`src/rtl/demo_scene_sequencer.sv`:
```
// ---------------------------------------------------------------------------
// demo_scene_sequencer
//
// Frame-locked scene scheduler for the demo top level. Each falling edge of
// v_sync is one frame "tick". The sequencer steps through NUM_SCENES scenes
// of SCENE_FRAMES frames each. For every scene it reports:
//   - the scene index and the frame number within the scene,
//   - a 2-bit fade level (fade-in at the start of a scene, fade-out at its end),
//   - an audio mute flag.
// Pause (level) and skip (rising edge) controls come from ui_in and are
// synchronised inside this block.
//
// Build option:
//   DEMO_SEQ_LOOP_EN  defined   -> the last scene wraps back to scene 0; done is
//                                  never asserted.
//                     undefined -> after the last frame of the last scene the
//                                  sequencer parks in DONE until reset.
//
// Ports:
//   clk          in   1        system (pixel) clock
//   rst_n        in   1        asynchronous reset, active-low
//   v_sync       in   1        VGA vertical sync, active-low, clk-synchronous
//   pause        in   1        asynchronous pause level
//   skip         in   1        asynchronous skip button (rising edge used)
//   scene        out  SCENE_W  current scene index
//   scene_frame  out  FRAME_W  frame number within the current scene
//   fade         out  2        brightness level, 0 = black .. 3 = full
//   scene_start  out  1        one-clock pulse on entry to a scene
//   audio_mute   out  1        1 = audio output forced silent
//   done         out  1        1 = sequence finished
// ---------------------------------------------------------------------------
module demo_scene_sequencer #(
  parameter int NUM_SCENES   = 4,
  parameter int SCENE_FRAMES = 300,
  parameter int FADE_STEP    = 4,
  parameter int FRAME_W      = 9,
  localparam int SCENE_W     = ($clog2(NUM_SCENES) > 1) ? $clog2(NUM_SCENES) : 1
) (
  input  logic               clk,
  input  logic               rst_n,
  input  logic               v_sync,
  input  logic               pause,
  input  logic               skip,
  output logic [SCENE_W-1:0] scene,
  output logic [FRAME_W-1:0] scene_frame,
  output logic [1:0]         fade,
  output logic               scene_start,
  output logic               audio_mute,
  output logic               done
);

  typedef enum logic [1:0] {
    IDLE  = 2'd0,
    RUN   = 2'd1,
    PAUSE = 2'd2,
    DONE  = 2'd3
  } state_t;

  localparam logic [FRAME_W-1:0] LAST_FRAME = FRAME_W'(SCENE_FRAMES - 1);
  localparam logic [SCENE_W-1:0] LAST_SCENE = SCENE_W'(NUM_SCENES - 1);

  // Fade ramp: up over the first 4*FADE_STEP frames, down over the last
  // 4*FADE_STEP frames, full brightness in between.
  function automatic logic [1:0] fade_of(input logic [FRAME_W-1:0] f);
    int fi;
    int v;
    fi = 32'(f);
    if (fi < 4 * FADE_STEP)
      v = fi / FADE_STEP;
    else if (fi >= SCENE_FRAMES - 4 * FADE_STEP)
      v = (SCENE_FRAMES - 1 - fi) / FADE_STEP;
    else
      v = 3;
    return v[1:0];
  endfunction

  state_t               state_q, state_d;
  logic [SCENE_W-1:0]   scene_q, scene_d;
  logic [FRAME_W-1:0]   frame_q, frame_d;
  logic [1:0]           fade_q, fade_d;
  logic                 start_q, start_d;
  logic                 mute_q, mute_d;
  logic                 done_q, done_d;
  logic                 pending_q, pending_d;
  logic                 vsync_q, vsync_d;
  logic                 pause_s1_q, pause_s1_d;
  logic                 pause_s2_q, pause_s2_d;
  logic                 skip_s1_q, skip_s1_d;
  logic                 skip_s2_q, skip_s2_d;
  logic                 skip_s3_q, skip_s3_d;

  logic tick;
  logic skip_edge;
  logic advance;

  // Input conditioning: 2-FF synchronisers, skip edge detect, v_sync history.
  always_comb begin
    vsync_d    = v_sync;
    pause_s1_d = pause;
    pause_s2_d = pause_s1_q;
    skip_s1_d  = skip;
    skip_s2_d  = skip_s1_q;
    skip_s3_d  = skip_s2_q;
  end

  assign tick      = vsync_q & ~v_sync;
  assign skip_edge = skip_s2_q & ~skip_s3_q;

  // Sequencing: next state, scene/frame counters, fade and mute.
  always_comb begin
    state_d   = state_q;
    scene_d   = scene_q;
    frame_d   = frame_q;
    fade_d    = fade_q;
    start_d   = 1'b0;
    mute_d    = mute_q;
    done_d    = done_q;
    advance   = 1'b0;
    // An edge arriving on the tick clock is kept for the following frame.
    pending_d = skip_edge | (pending_q & ~tick);

    if (tick) begin
      case (state_q)
        IDLE: begin
          state_d = RUN;
          scene_d = '0;
          frame_d = '0;
          start_d = 1'b1;
        end
        RUN: begin
          if (pause_s2_q)
            state_d = PAUSE;
          else if (pending_q || frame_q == LAST_FRAME)
            advance = 1'b1;
          else
            frame_d = frame_q + FRAME_W'(1);
        end
        PAUSE: begin
          // Leaving pause costs one held frame; a skip while paused still
          // moves to the next scene but remains paused.
          if (!pause_s2_q)
            state_d = RUN;
          else if (pending_q)
            advance = 1'b1;
        end
        default: ;
      endcase
    end

    if (advance) begin
      if (scene_q == LAST_SCENE) begin
`ifdef DEMO_SEQ_LOOP_EN
        scene_d = '0;
        frame_d = '0;
        start_d = 1'b1;
`else
        state_d = DONE;
        frame_d = LAST_FRAME;
        done_d  = 1'b1;
`endif
      end else begin
        scene_d = scene_q + SCENE_W'(1);
        frame_d = '0;
        start_d = 1'b1;
      end
    end

    if (tick && state_q != DONE) begin
      fade_d = (state_d == DONE) ? 2'd0 : fade_of(frame_d);
      mute_d = (state_d != RUN) | (fade_d == 2'd0);
    end
  end

  // State registers.
  always_ff @(posedge clk or negedge rst_n) begin
    if (!rst_n) begin
      state_q    <= IDLE;
      scene_q    <= '0;
      frame_q    <= '0;
      fade_q     <= 2'd0;
      start_q    <= 1'b0;
      mute_q     <= 1'b1;
      done_q     <= 1'b0;
      pending_q  <= 1'b0;
      vsync_q    <= 1'b1;
      pause_s1_q <= 1'b0;
      pause_s2_q <= 1'b0;
      skip_s1_q  <= 1'b0;
      skip_s2_q  <= 1'b0;
      skip_s3_q  <= 1'b0;
    end else begin
      state_q    <= state_d;
      scene_q    <= scene_d;
      frame_q    <= frame_d;
      fade_q     <= fade_d;
      start_q    <= start_d;
      mute_q     <= mute_d;
      done_q     <= done_d;
      pending_q  <= pending_d;
      vsync_q    <= vsync_d;
      pause_s1_q <= pause_s1_d;
      pause_s2_q <= pause_s2_d;
      skip_s1_q  <= skip_s1_d;
      skip_s2_q  <= skip_s2_d;
      skip_s3_q  <= skip_s3_d;
    end
  end

  assign scene       = scene_q;
  assign scene_frame = frame_q;
  assign fade        = fade_q;
  assign scene_start = start_q;
  assign audio_mute  = mute_q;
  assign done        = done_q;

endmodule
```
`config.mk`:
```
export PLATFORM = sky130hd
export DESIGN_NAME = demo_scene_sequencer
export DESIGN_NICKNAME = d
export VERILOG_FILES = /design/src/rtl/demo_scene_sequencer.sv
export SDC_FILE = /design/constraint.sdc
export NUM_CORES = 1
export LEC_CHECK = 0
export ABC_CLOCK_PERIOD_IN_PS = 2900
export CAP_MARGIN = 20
export CORE_ASPECT_RATIO = 1.75
export CORE_MARGIN = 4
export CORE_UTILIZATION = 49
export CTS_CLUSTER_DIAMETER = 30
export DETAILED_ROUTE_END_ITERATION = 10
export HOLD_SLACK_MARGIN = 0.15
export PLACE_DENSITY = 0.8
export SLEW_MARGIN = 0
export SYNTH_ARGS = -nofsm -noshare
export SYNTH_HDL_FRONTEND = slang
export SYNTH_SLANG_ARGS = --single-unit
```
`constraint.sdc`:
```
create_clock -name clk -period 2.9 [get_ports clk]
set_input_delay 0.58 -clock clk [delete_from_list [all_inputs] [get_ports clk]]
set_output_delay 0.58 -clock clk [all_outputs]
set_load 0.05 [all_outputs]
```
### Yosys cells after proc, flatten, opt, wreduce, memory -nomap -nowiden

Cells that the tools add are included.

| cells by class | value |
|---|---|
| reductions and logical operators | 6 |
| equal/unequal tests | 7 |
| magnitude comparators | 2 |
| add/sub/neg operators | 4 |
| div/mod/pow operators | 0 |
| $mul | 0 |
| mux-type cells | 30 |
| shift operators | 0 |
| bitwise operators | 9 |

Operators with widths:

| operator | count |
|---|---|
| 2-to-1 mux 9 bit | 5 |
| 2-to-1 mux 2 bit | 13 |
| case mux 9 bit (2 select lines) | 1 |
| subtractor 9 x 9 -> 10 bit, first input constant | 1 |
| adder 9 x 1 -> 9 bit, second input constant | 1 |
| == test 9 bit, second input constant | 1 |
| greater-or-equal comparator 9 bit, second input constant | 1 |
| < comparator 9 x 5 -> 1 bit, second input constant | 1 |
| 2-to-1 mux 1 bit | 9 |
| == test 2 bit, second input constant | 3 |
| case mux 2 bit (3 select lines) | 1 |
| bitwise AND 1 bit | 4 |
| logical NOT 2 bit | 2 |
| NOT 1 bit | 3 |
| adder 2 x 1 -> 2 bit | 1 |
| adder 2 x 1 -> 2 bit, second input constant | 1 |
| == test 2 x 1 -> 1 bit, second input constant | 1 |
| != test 2 x 1 -> 1 bit, second input constant | 1 |
| != test 2 bit, second input constant | 1 |
| OR 1 bit | 2 |
| case mux 1 bit (2 select lines) | 1 |
| AND reduction 2 bit | 1 |
| OR reduction 2 bit | 1 |
| logical AND 1 bit | 1 |
| logical OR 1 bit | 1 |

| storage, ports and cells | value |
|---|---|
| ROM bits | 0 |
| logic and storage cells | 72 |
| register bits | 25 |
| memories kept | 0 |
| bits in writable memories | 0 |
| bits of input ports | 5 |
| output and inout port bits | 16 |
| latch bits | 0 |

### Logic depth before layout (Yosys ltp)

Gate-level depths: netlist of run 1.

| logic depth | value |
|---|---|
| depth after elaboration | 17 |
| mapped depth | 15 |

### Worst setup path before layout of run 1

Ideal clock, no wire load.

| timing | value |
|---|---|
| path type | register to register |
| start | register frame_q[0] (netlist: scene_frame[0]) |
| end | register mute_q (netlist: audio_mute) |
| buffers on the path | 0 |
| clock period less this slack | 3.271 ns |
| slack | -0.371 ns |
| stages on the path, launching flop included | 14 |
| data arrival time | 3.187 ns |
| cell sequence | dfrtp_1 -> ha_1 -> nand2_1 -> nor4_2 -> o2111a_1 -> inv_2 -> nor2_1 -> a21oi_1 -> ha_1 -> and2_1 -> a31oi_1 -> a21oi_1 -> o22ai_1 -> a21oi_1 |

RTL lines:

| element | line | RTL |
|---|---|---|
| from (decl) | 79 | `logic [FRAME_W-1:0] frame_q, frame_d;` |
| from (signal assigned) | 194 | `frame_q <= frame_d;` |
| parallel branches: the longest is 6 deep, another holds adder 9 x 1 -> 9 bit | n/a |  |
| 2-to-1 mux 9 bit (*) | 150 | `if (advance) begin` |
| via frame_d[3] | 79 |  |
| subtractor 9 x 9 -> 10 bit | 71 | `v = (SCENE_FRAMES - 1 - fi) / FADE_STEP;` |
| bitwise AND 1 bit (no source line) | n/a |  |
| adder 2 x 1 -> 2 bit (no source line) | n/a |  |
| 2-to-1 mux 2 bit | 70 | `else if (fi >= SCENE_FRAMES - 4 * FADE_STEP)` |
| 2-to-1 mux 2 bit (*) | 68 | `if (fi < 4 * FADE_STEP)` |
| 2-to-1 mux 2 bit (*) | 168 | `if (tick && state_q != DONE) begin` |
| 2-to-1 mux 2 bit (*) | 169 | `fade_d = (state_d == DONE) ? 2'd0 : fade_of(frame_d);` |
| logical NOT 2 bit (*) | 170 | `mute_d = (state_d != RUN) \| (fade_d == 2'd0);` |
| OR 1 bit (*) | 170 |  |
| to (signal assigned) | 197 | `mute_q <= mute_d;` |
| to (decl) | 82 | `logic mute_q, mute_d;` |

Mark *: on every way through the listed nets, which the timed path passes. The select of a mux whose other input is x is not followed.
A chain may end at the register's enable or synchronous reset.

### Worst setup path after layout of run 1

| timing | value |
|---|---|
| start | register frame_q[2] (netlist: scene_frame[2]) |
| end | register mute_q (netlist: audio_mute) |

The elaborated chain is that of the path after synthesis.

==> metrics.md, run 1 <==
| Metric | Value |
|---|---|
| Total number of vias | `1440` |
| Drt pass-1 iters | `4` |
| Sequential area share after synthesis | `0.411` |
| Final min period | `2.85 ns` |
| Root buf cell | `clkbuf_8` |
| Sw Share | `0.427` |
| Worst-Skew Late Latency | `0.26 ns` |
| WP data required | `3.09 ns` |
| Max Cap Viol | `0` |
| Pwr Density | `740 nW/um^2` |
| Initial DRC Count | `47` |
| CP bufs+invs | `2` |
| Final ANT Viol Nets | `0` |
| Hold_ws | `0.352 ns` |
| Rows | `26` |
| Logic gate share of total power | `0.569` |
| Placed Cells incl. Taps | `252` |
| CP Launch Type | `flip-flop` |
| Die X-Extent | `50.2 um` |
| Clock share of power | `0.120` |
| RSZ-0062 raised after global routing | `yes` |
| Maximum buffer depth of the clock tree | `2` |
| Worst hold path type | `reg2reg` |
| Commonest register cell after synthesis | `dfrtp_1` |
| CTS clk-pin slew, worst paths | `0.08 ns` |
| Worst r2r src | `scene_frame[2]` |
| Number of flops mapped to enable cells by yosys | `0` |
| Crit path max-delay family | `compound AO/OA/AOI/OAI gates` |
| Synth Cell Area | `1530 um^2` |
| Post-DP HPWL | `3350 um` |
| Gpl congestion | `0.878` |
| Fin util | `0.757` |
| Total grt overflow | `0` |
| Async S/R FF share, synth | `1.00` |
| Starting Density | `0.516` |
| #FFs+latches synth | `25` |
| Maximum fanout along the worst path | `4` |
| Fin. max-slew vios | `0` |
| Final WL | `4300 um` |
| Synth Instances | `155` |
| Post-route design area | `2240 um^2` |
| Fmax | `350 MHz` |
| Final period utilization | `0.984` |
| Die height | `81.9 um` |
| R2r worst-path depth | `13` |
| Worst endpoint data arrival time | `3.05 ns` |
| Most common cell on crit path | `a21oi_2` |
| Least-Margin Pin Slew | `0.741 ns` |
| Number of port buffers | `20` |
| Slew HR | `0.504` |
| Finished Layout Cells | `257` |
| Critical Path Slowest Stage Cell | `dfrtp_2` |
| DP Area | `2090 um^2` |
| WS Path Type | `reg2reg` |
| Number of global-route vias before repair | `1561` |
| Pint | `950 uW` |
| Seq pwr share | `0.311` |
| CTS Buf Count | `3` |
| Fillers | `211` |
| Syn_area_per_cell | `9.86 um^2` |
| Critical path capture point type | `flip-flop` |
| Min-Delay Path Depth | `0` |
| Total track usage | `0.236` |
| Area Overhead vs Synth | `46.7%` |
| Final setup violation count | `0` |
| Drt wl/cell | `16.7 um` |
| First-pass GRT wire length | `7310 um` |
| Net Count, Synth | `168` |
| # IOs | `21` |
| Synth warn | `0` |
| Critical Path Source | `scene_frame[2]` |
| # diodes | `0` |
| Clock sink count | `25` |
| Initial antenna violation count | `0` |
| Status | `finished clean` |
| Layout cells sized above 1 | `0.381` |
| Cell count along the critical path | `13` |
| CTS H-tree lvls | `1` |
| Leak | `0.943 nW` |
| Crit path largest cell delay | `0.42 ns` |
| Setup Skew | `0.00271 ns` |
| DRC | `0` |
| Largest net degree at the start of global routing | `18` |
| Net switching power | `708 uW` |
| Core area | `2960 um^2` |
| Hold Fails Final Rpt | `0` |
| Via-per-instance ratio | `5.60` |
| CP cell instances | `nand4bb_4 > nor4_4 > o2111a_2 > inv_2 > nor2_2 > a21oi_2 > ha_1 > and2_1 > a31oi_1 > buf_4 > a21oi_2 > o22ai_1 > a21oi_1` |
| Hold path startpoint | `pause_s1_q` |
| Die area | `4110 um^2` |
| CTS tree | `done` |
| Worst VDD drop | `0.538 mV` |
| Layout Nets | `229` |
| Yosys cell types | `51` |
worst register-to-register path, stage by stage (launching register included):
cell	delay [ns]
dfrtp_2	0.42
nand4bb_4	0.24
nor4_4	0.34
o2111a_2	0.32
inv_2	0.08
nor2_2	0.15
a21oi_2	0.05
ha_1	0.17
and2_1	0.13
a31oi_1	0.35
buf_4	0.19
a21oi_2	0.06
o22ai_1	0.19
a21oi_1	0.09
worst paths after layout:
kind,endpoint,slack (ns)
min in group asynchronous,scene_start,0.75
worst min-delay path,pause_s2_q,0.35
worst min register to register,pause_s2_q,0.35
worst max register to register,audio_mute,0.05
worst max-delay path,audio_mute,0.05
max in group asynchronous,scene_frame[0],1.53
logic make-up (layout without fill, tap and decap cells):
logic type               after synthesis  in the layout  synth area share
AO/OA/AOI/OAI                         35             35             0.172
XOR/XNOR                               2              2            0.0115
adder cells (fa/ha/maj)                8              8            0.0655
buffers and inverters                  9             69            0.0254
flip-flops                            25             25             0.411
multiplexers                           6              6            0.0434
AND/OR/NAND/NOR                       70             70             0.271
layer usage:
layer  part of all wire  routed length [um]  vias up  track usage
met1               0.35                1490      696        0.232
met4              0.023                  98        0        0.119
met5                  0                   0        -            0
li1                   -                   -      688            -
met3              0.036                 155        8       0.0327
met2               0.59                2550       48        0.463
flip-flops by register name (all words and copies together), names as in the netlist, 2 cells and up:
name	flops
scene_frame	9
fade	2
scene	2
state_q	2
cell type report:
class	count	area [um^2]	share of cell area
flip-flops and latches	25	638	0.285
clock buffers	4	45.0	0.0201
inverters	7	26.3	0.0117
multi-input cells	121	990	0.442
well taps	42	52.6	0.0235
repair buffers	58	489	0.218
layout by cell type (no fill, tap or decap), types with 3 or more instances in the layout:
cell type,count
a21oi_2,3
nand2b_1,9
buf_4,37
mux2_2,3
o21ai_0,5
dfrtp_1,15
clkbuf_8,3
a22o_1,4
nand3_1,4
dfrtp_2,8
nor2_1,10
nand2_1,18
inv_1,5
ha_1,5
clkdlybuf4s50_1,19
a21oi_1,7
Yosys cell counts, drive strengths merged, types with 2 or more instances:
cell type / count / area [um^2]
a2111oi: 2 / 42.5
a21oi: 10 / 50.1
a22o: 4 / 35.0
and2: 2 / 12.5
and3: 2 / 17.5
buf: 2 / 12.5
dfrtp: 23 / 576
dfstp: 2 / 52.6
ha: 8 / 100
inv: 7 / 26.3
mux2: 5 / 56.3
nand2: 19 / 71.3
nand2b: 9 / 56.3
nand3: 4 / 20.0
nand4bb: 3 / 50.1
nor2: 12 / 45.0
nor3: 4 / 25.0
nor3b: 2 / 15.0
nor4: 4 / 31.3
o211ai: 2 / 15.0
o21ai: 7 / 35.0
or2: 2 / 12.5
power groups by stage:
stage / clock network (mW) / logic, mW / registers (mW)
4_1_cts: 0.201 / 0.921 / 0.507
3_3_place_gp: 0 / 0.863 / 0.505
5_1_grt: 0.219 / 1.01 / 0.527
3_5_place_dp: 0 / 0.889 / 0.508
6_report: 0.200 / 0.944 / 0.515
2_1_floorplan: 0 / 0.355 / 0.701
timing repair:
action,CTS,global route
setup buffers,1,0
setup endpoints to repair,3,3
hold buffers,0,0
cloned,0,0
resized for setup,13,10
pin swaps,14,6
stage by stage:
stage,TNS (ns),setup slack (ns),power [mW]
after global placement,-1.38,-0.485,1.37
after floorplan,0,0.0306,1.06
after detailed placement,-1.57,-0.549,1.40
after global routing,-0.200,-0.0902,1.76
final,0,0.0452,1.66
after CTS,-0.0303,-0.0278,1.63
(Power assumes the default switching activity.)
==> inputs of run 2 (changes only) <==
ABC_AREA = 1   (was unset)
CORE_UTILIZATION = 57   (was 49)
DONT_BUFFER_PORTS = 1   (was unset)
==> run 2 against run 1 <==
Compared with the run above:
- worst setup slack gained 0.21 ns
- sequential share of layout area grew 3.7 points
- design area shrank 13%
- critical path type unchanged
- highest routed layer unchanged
==> metrics.md, run 2 <==
| Metric | Value |
|---|---|
| Drt wl/cell | `15.3 um (-8.6%)` |
| CTS clk-pin slew, worst paths | `0.09 ns (about the same)` |
| Number of flip-flops in the largest register | `9 (unchanged)` |
| Fin. max-slew vios | `0 (unchanged)` |
| Fillers | `231 (+9.5%)` |
| Synth Instances | `224 (+45%)` |
| Die X-Extent | `49.2 um (-2.0%)` |
| Cell with the most instances after synthesis | `nand2_1` |
| CTS Buf Count | `3 (unchanged)` |
| Total number of vias | `1494 (+3.8%)` |
| Starting Density | `0.608 (+0.0920)` |
| Hold Fails Final Rpt | `0 (unchanged)` |
| Post-route setup TNS | `0 ns (unchanged)` |
| Maximum fanout along the worst path | `5 (+1)` |
| Synth warn | `0 (unchanged)` |
| Rows | `25 (-3.8%)` |
| Top-area cell type share of the netlist area | `0.340 (-0.0368)` |
| Setup Skew | `0.00160 ns (-0.00110 ns)` |
| Multi-input gate area | `963 um^2 (-2.7%)` |
| R2r worst-path depth | `18 (+5)` |
| Die height | `80.1 um (-2.2%)` |
| CP Launch Type | `flip-flop` |
| Initial antenna violation count | `0 (unchanged)` |
| Async S/R FF share, synth | `1.00 (unchanged)` |
| Gpl congestion | `0.927 (+5.6%)` |
| Largest net degree at the start of global routing | `26 (+8)` |
| Hold_ws | `0.291 ns (-0.0613 ns)` |
| Area Overhead vs Synth | `15.4%` |
| Net Count, Synth | `237 (+41%)` |
| Commonest non-fill, non-tap cell in the layout | `nand2_1` |
| # IOs | `21 (unchanged)` |
| Number of port buffers | `0 (-100%)` |
| Yosys cell types | `30 (-41%)` |
| Pwr Density | `369 nW/um^2 (-50%)` |
| CTS H-tree lvls | `1 (unchanged)` |
| Clock sink count | `25 (unchanged)` |
| WP data required | `3.12 ns (+0.03 ns)` |
| Sequential area share after synthesis | `0.371 (-0.0401)` |
| Finished Layout Cells | `269 (+4.7%)` |
| DP Area | `1800 um^2 (-14%)` |
| Post-DP HPWL | `3110 um (-7.4%)` |
| Worst hold path type | `in2reg` |
| R2R setup slack | `0.26 ns (+0.21 ns)` |
| Min-Delay Path Depth | `0 (unchanged)` |
| Number of global-route vias before repair | `1487 (-4.7%)` |
| Final period utilization | `0.911 (-0.0735)` |
| Fin util | `0.702 (-0.0550)` |
| Final WL | `4110 um (-4.3%)` |
| Most frequent cells in the layout | `nand2_1 (47), inv_1 (32), nand3_1 (24)` |
| Critical Path Source | `state_q[0]` |
| Status | `finished clean` |
| Layout cells sized above 1 | `0.269 (-0.113)` |
| DRC | `0 (unchanged)` |
| WS Path Type | `reg2reg` |
| Gr busiest metal | `met2` |
| # diodes | `0 (unchanged)` |
| CTS tree | `done` |
| Synth Cell Area | `1690 um^2 (+11%)` |
| Leak | `0.991 nW (+5.1%)` |
| Least-Margin Pin Slew | `0.521 ns (-0.220 ns)` |
| Number of flops mapped to enable cells by yosys | `0 (unchanged)` |
| Slew HR | `0.653 (+0.148)` |
| Hold path startpoint | `v_sync` |
| Drt pass-1 iters | `4 (unchanged)` |
| Met3 usage | `0.0204 (-0.0123)` |
| Total track usage | `0.225 (-0.0112)` |
| Final min period | `2.64 ns (-0.213 ns)` |
| Critical path capture point type | `flip-flop` |
| Root buf cell | `clkbuf_8` |
| Fmax | `379 MHz (+8.1%)` |
| Die area | `3940 um^2 (-4.1%)` |
| Top post-synthesis cells by area | `dfrtp_1 (34%), nand2_1 (10%), nand3_1 (7.4%)` |
| Total grt overflow | `0 (unchanged)` |
| Commonest register cell after synthesis | `dfrtp_1` |
| Leading area contributor after synthesis | `dfrtp_1` |
| Worst VDD drop | `0.378 mV (-30%)` |
| #FFs+latches synth | `25 (unchanged)` |
| Initial DRC Count | `68 (+45%)` |
| Placed Cells incl. Taps | `261 (+3.6%)` |
| Worst endpoint data arrival time | `2.86 ns (-0.19 ns)` |
| Final ANT Viol Nets | `0 (unchanged)` |
| Register Area | `628 um^2 (-1.6%)` |
| Maximum buffer depth of the clock tree | `2 (unchanged)` |
| Met2 Usage GRT | `0.421 (-0.0427)` |
| Final setup violation count | `0 (unchanged)` |
| Met1 Track Usage GR | `0.245 (+0.0123)` |
| Commonest cells post-synth | `nand2_1 (47), inv_1 (33), nand3_1 (25), dfrtp_1 (23), nor2_1 (20)` |
| Worst-Skew Late Latency | `0.27 ns (about the same)` |
| Post-route design area | `1950 um^2 (-13%)` |
| First-pass GRT wire length | `6770 um (-7.4%)` |
| Via-per-instance ratio | `5.55 (-0.88%)` |
| Layout Nets | `256 (+12%)` |
| Max Cap Viol | `0 (unchanged)` |
| Worst r2r src | `state_q[0]` |
| Syn_area_per_cell | `7.56 um^2 (-23%)` |
| Core area | `2780 um^2 (-6.0%)` |
[run 2: cell types whose count changed in the layout (fill, tap and decap cells not counted), sizes merged, moves of 3 or more]
cell,before,now
clkdlybuf4s50,19,0
buf,38,14
nor4,4,0
nand2,19,59
nand2b,9,0
mux2,5,0
nor2,12,30
nand3,4,29
inv,7,40
a21oi,10,6
nand4bb,3,0
a22o,4,0
nand4,1,7
[run 2: routing by layer]
metal | share of wire | vias to the layer above | wire length, um
met1 | 0.38 | 687 | 1570
met2 | 0.54 | 43 | 2240
met4 | 0.033 | 0 | 136
met3 | 0.040 | 10 | 163
li1 | - | 754 | -
met5 | 0 | - | 0
[run 2: cell families (layout without fill, tap and decap cells)]
family	Yosys count	after routing	synth area share
XOR/XNOR	1	1	0.00517
AO/OA/AOI/OAI	17	17	0.0643
AND/OR/NAND/NOR	132	132	0.407
buffers and inverters	41	59	0.0931
adder cells (fa/ha/maj)	8	8	0.0591
flip-flops	25	25	0.371
[run 2: worst paths after layout]
kind,endpoint
setup / recovery,audio_mute
hold / removal,vsync_q
setup reg to reg,audio_mute
hold reg to reg,pause_s2_q
max in group asynchronous,audio_mute
min in group asynchronous,pause_s2_q
[run 2: where the power goes]
group,total [mW],internal (mW),leakage [nW],switching (mW)
Combinational,0.127,0.0424,0.686,0.0850
Clock,0.213,0.0976,0.0217,0.116
Sequential,0.379,0.360,0.284,0.0193
[run 2: area by class of cell]
| cell class | instances | share of cell area |
|---|---|---|
| multi-input cells | 158 | 0.493 |
| clock inverters | 1 | 0.00384 |
| inverters | 40 | 0.0781 |
| flip-flops and latches | 25 | 0.321 |
| clock buffers | 3 | 0.0211 |
| repair buffers | 15 | 0.0653 |
| well taps | 27 | 0.0173 |
[run 2: stage by stage]
stage | power [mW] | worst slack, ns
2_1_floorplan | 0.471 | 0.201
3_3_place_gp | 0.501 | 0.261
3_5_place_dp | 0.501 | 0.143
4_1_cts | 0.722 | 0.116
5_1_grt | 0.754 | -0.0143
6_report | 0.720 | 0.258
[run 2: critical path, stage by stage (launching register included)]
cell      delay (ns)
dfrtp_1         0.44
inv_1           0.15
ha_1            0.22
nand2_1         0.15
nor2_4          0.16
inv_1           0.11
nand2_1         0.07
nand2_1         0.05
nand3_1         0.08
nand2_2         0.11
nand2_1         0.12
nor3_1          0.06
a221oi_2        0.21
ha_2            0.21
xor2_1          0.15
nand2_1         0.08
nand2_2         0.07
nand2_2         0.05
a21oi_2         0.11
[run 2: what timing repair did]
item                                    4_1_cts  5_1_grt
hold endpoints to repair                     25        0
endpoints found under the setup margin        0        3
buffers inserted                              0        2
resized for setup                             0       12
hold buffers                                  2        0
==> inputs of run 3 (changes only) <==
CAP_MARGIN = 15   (was 20)
==> results of run 3 <==
No change in the layout: final DEF, timing and power equal those of run 2.
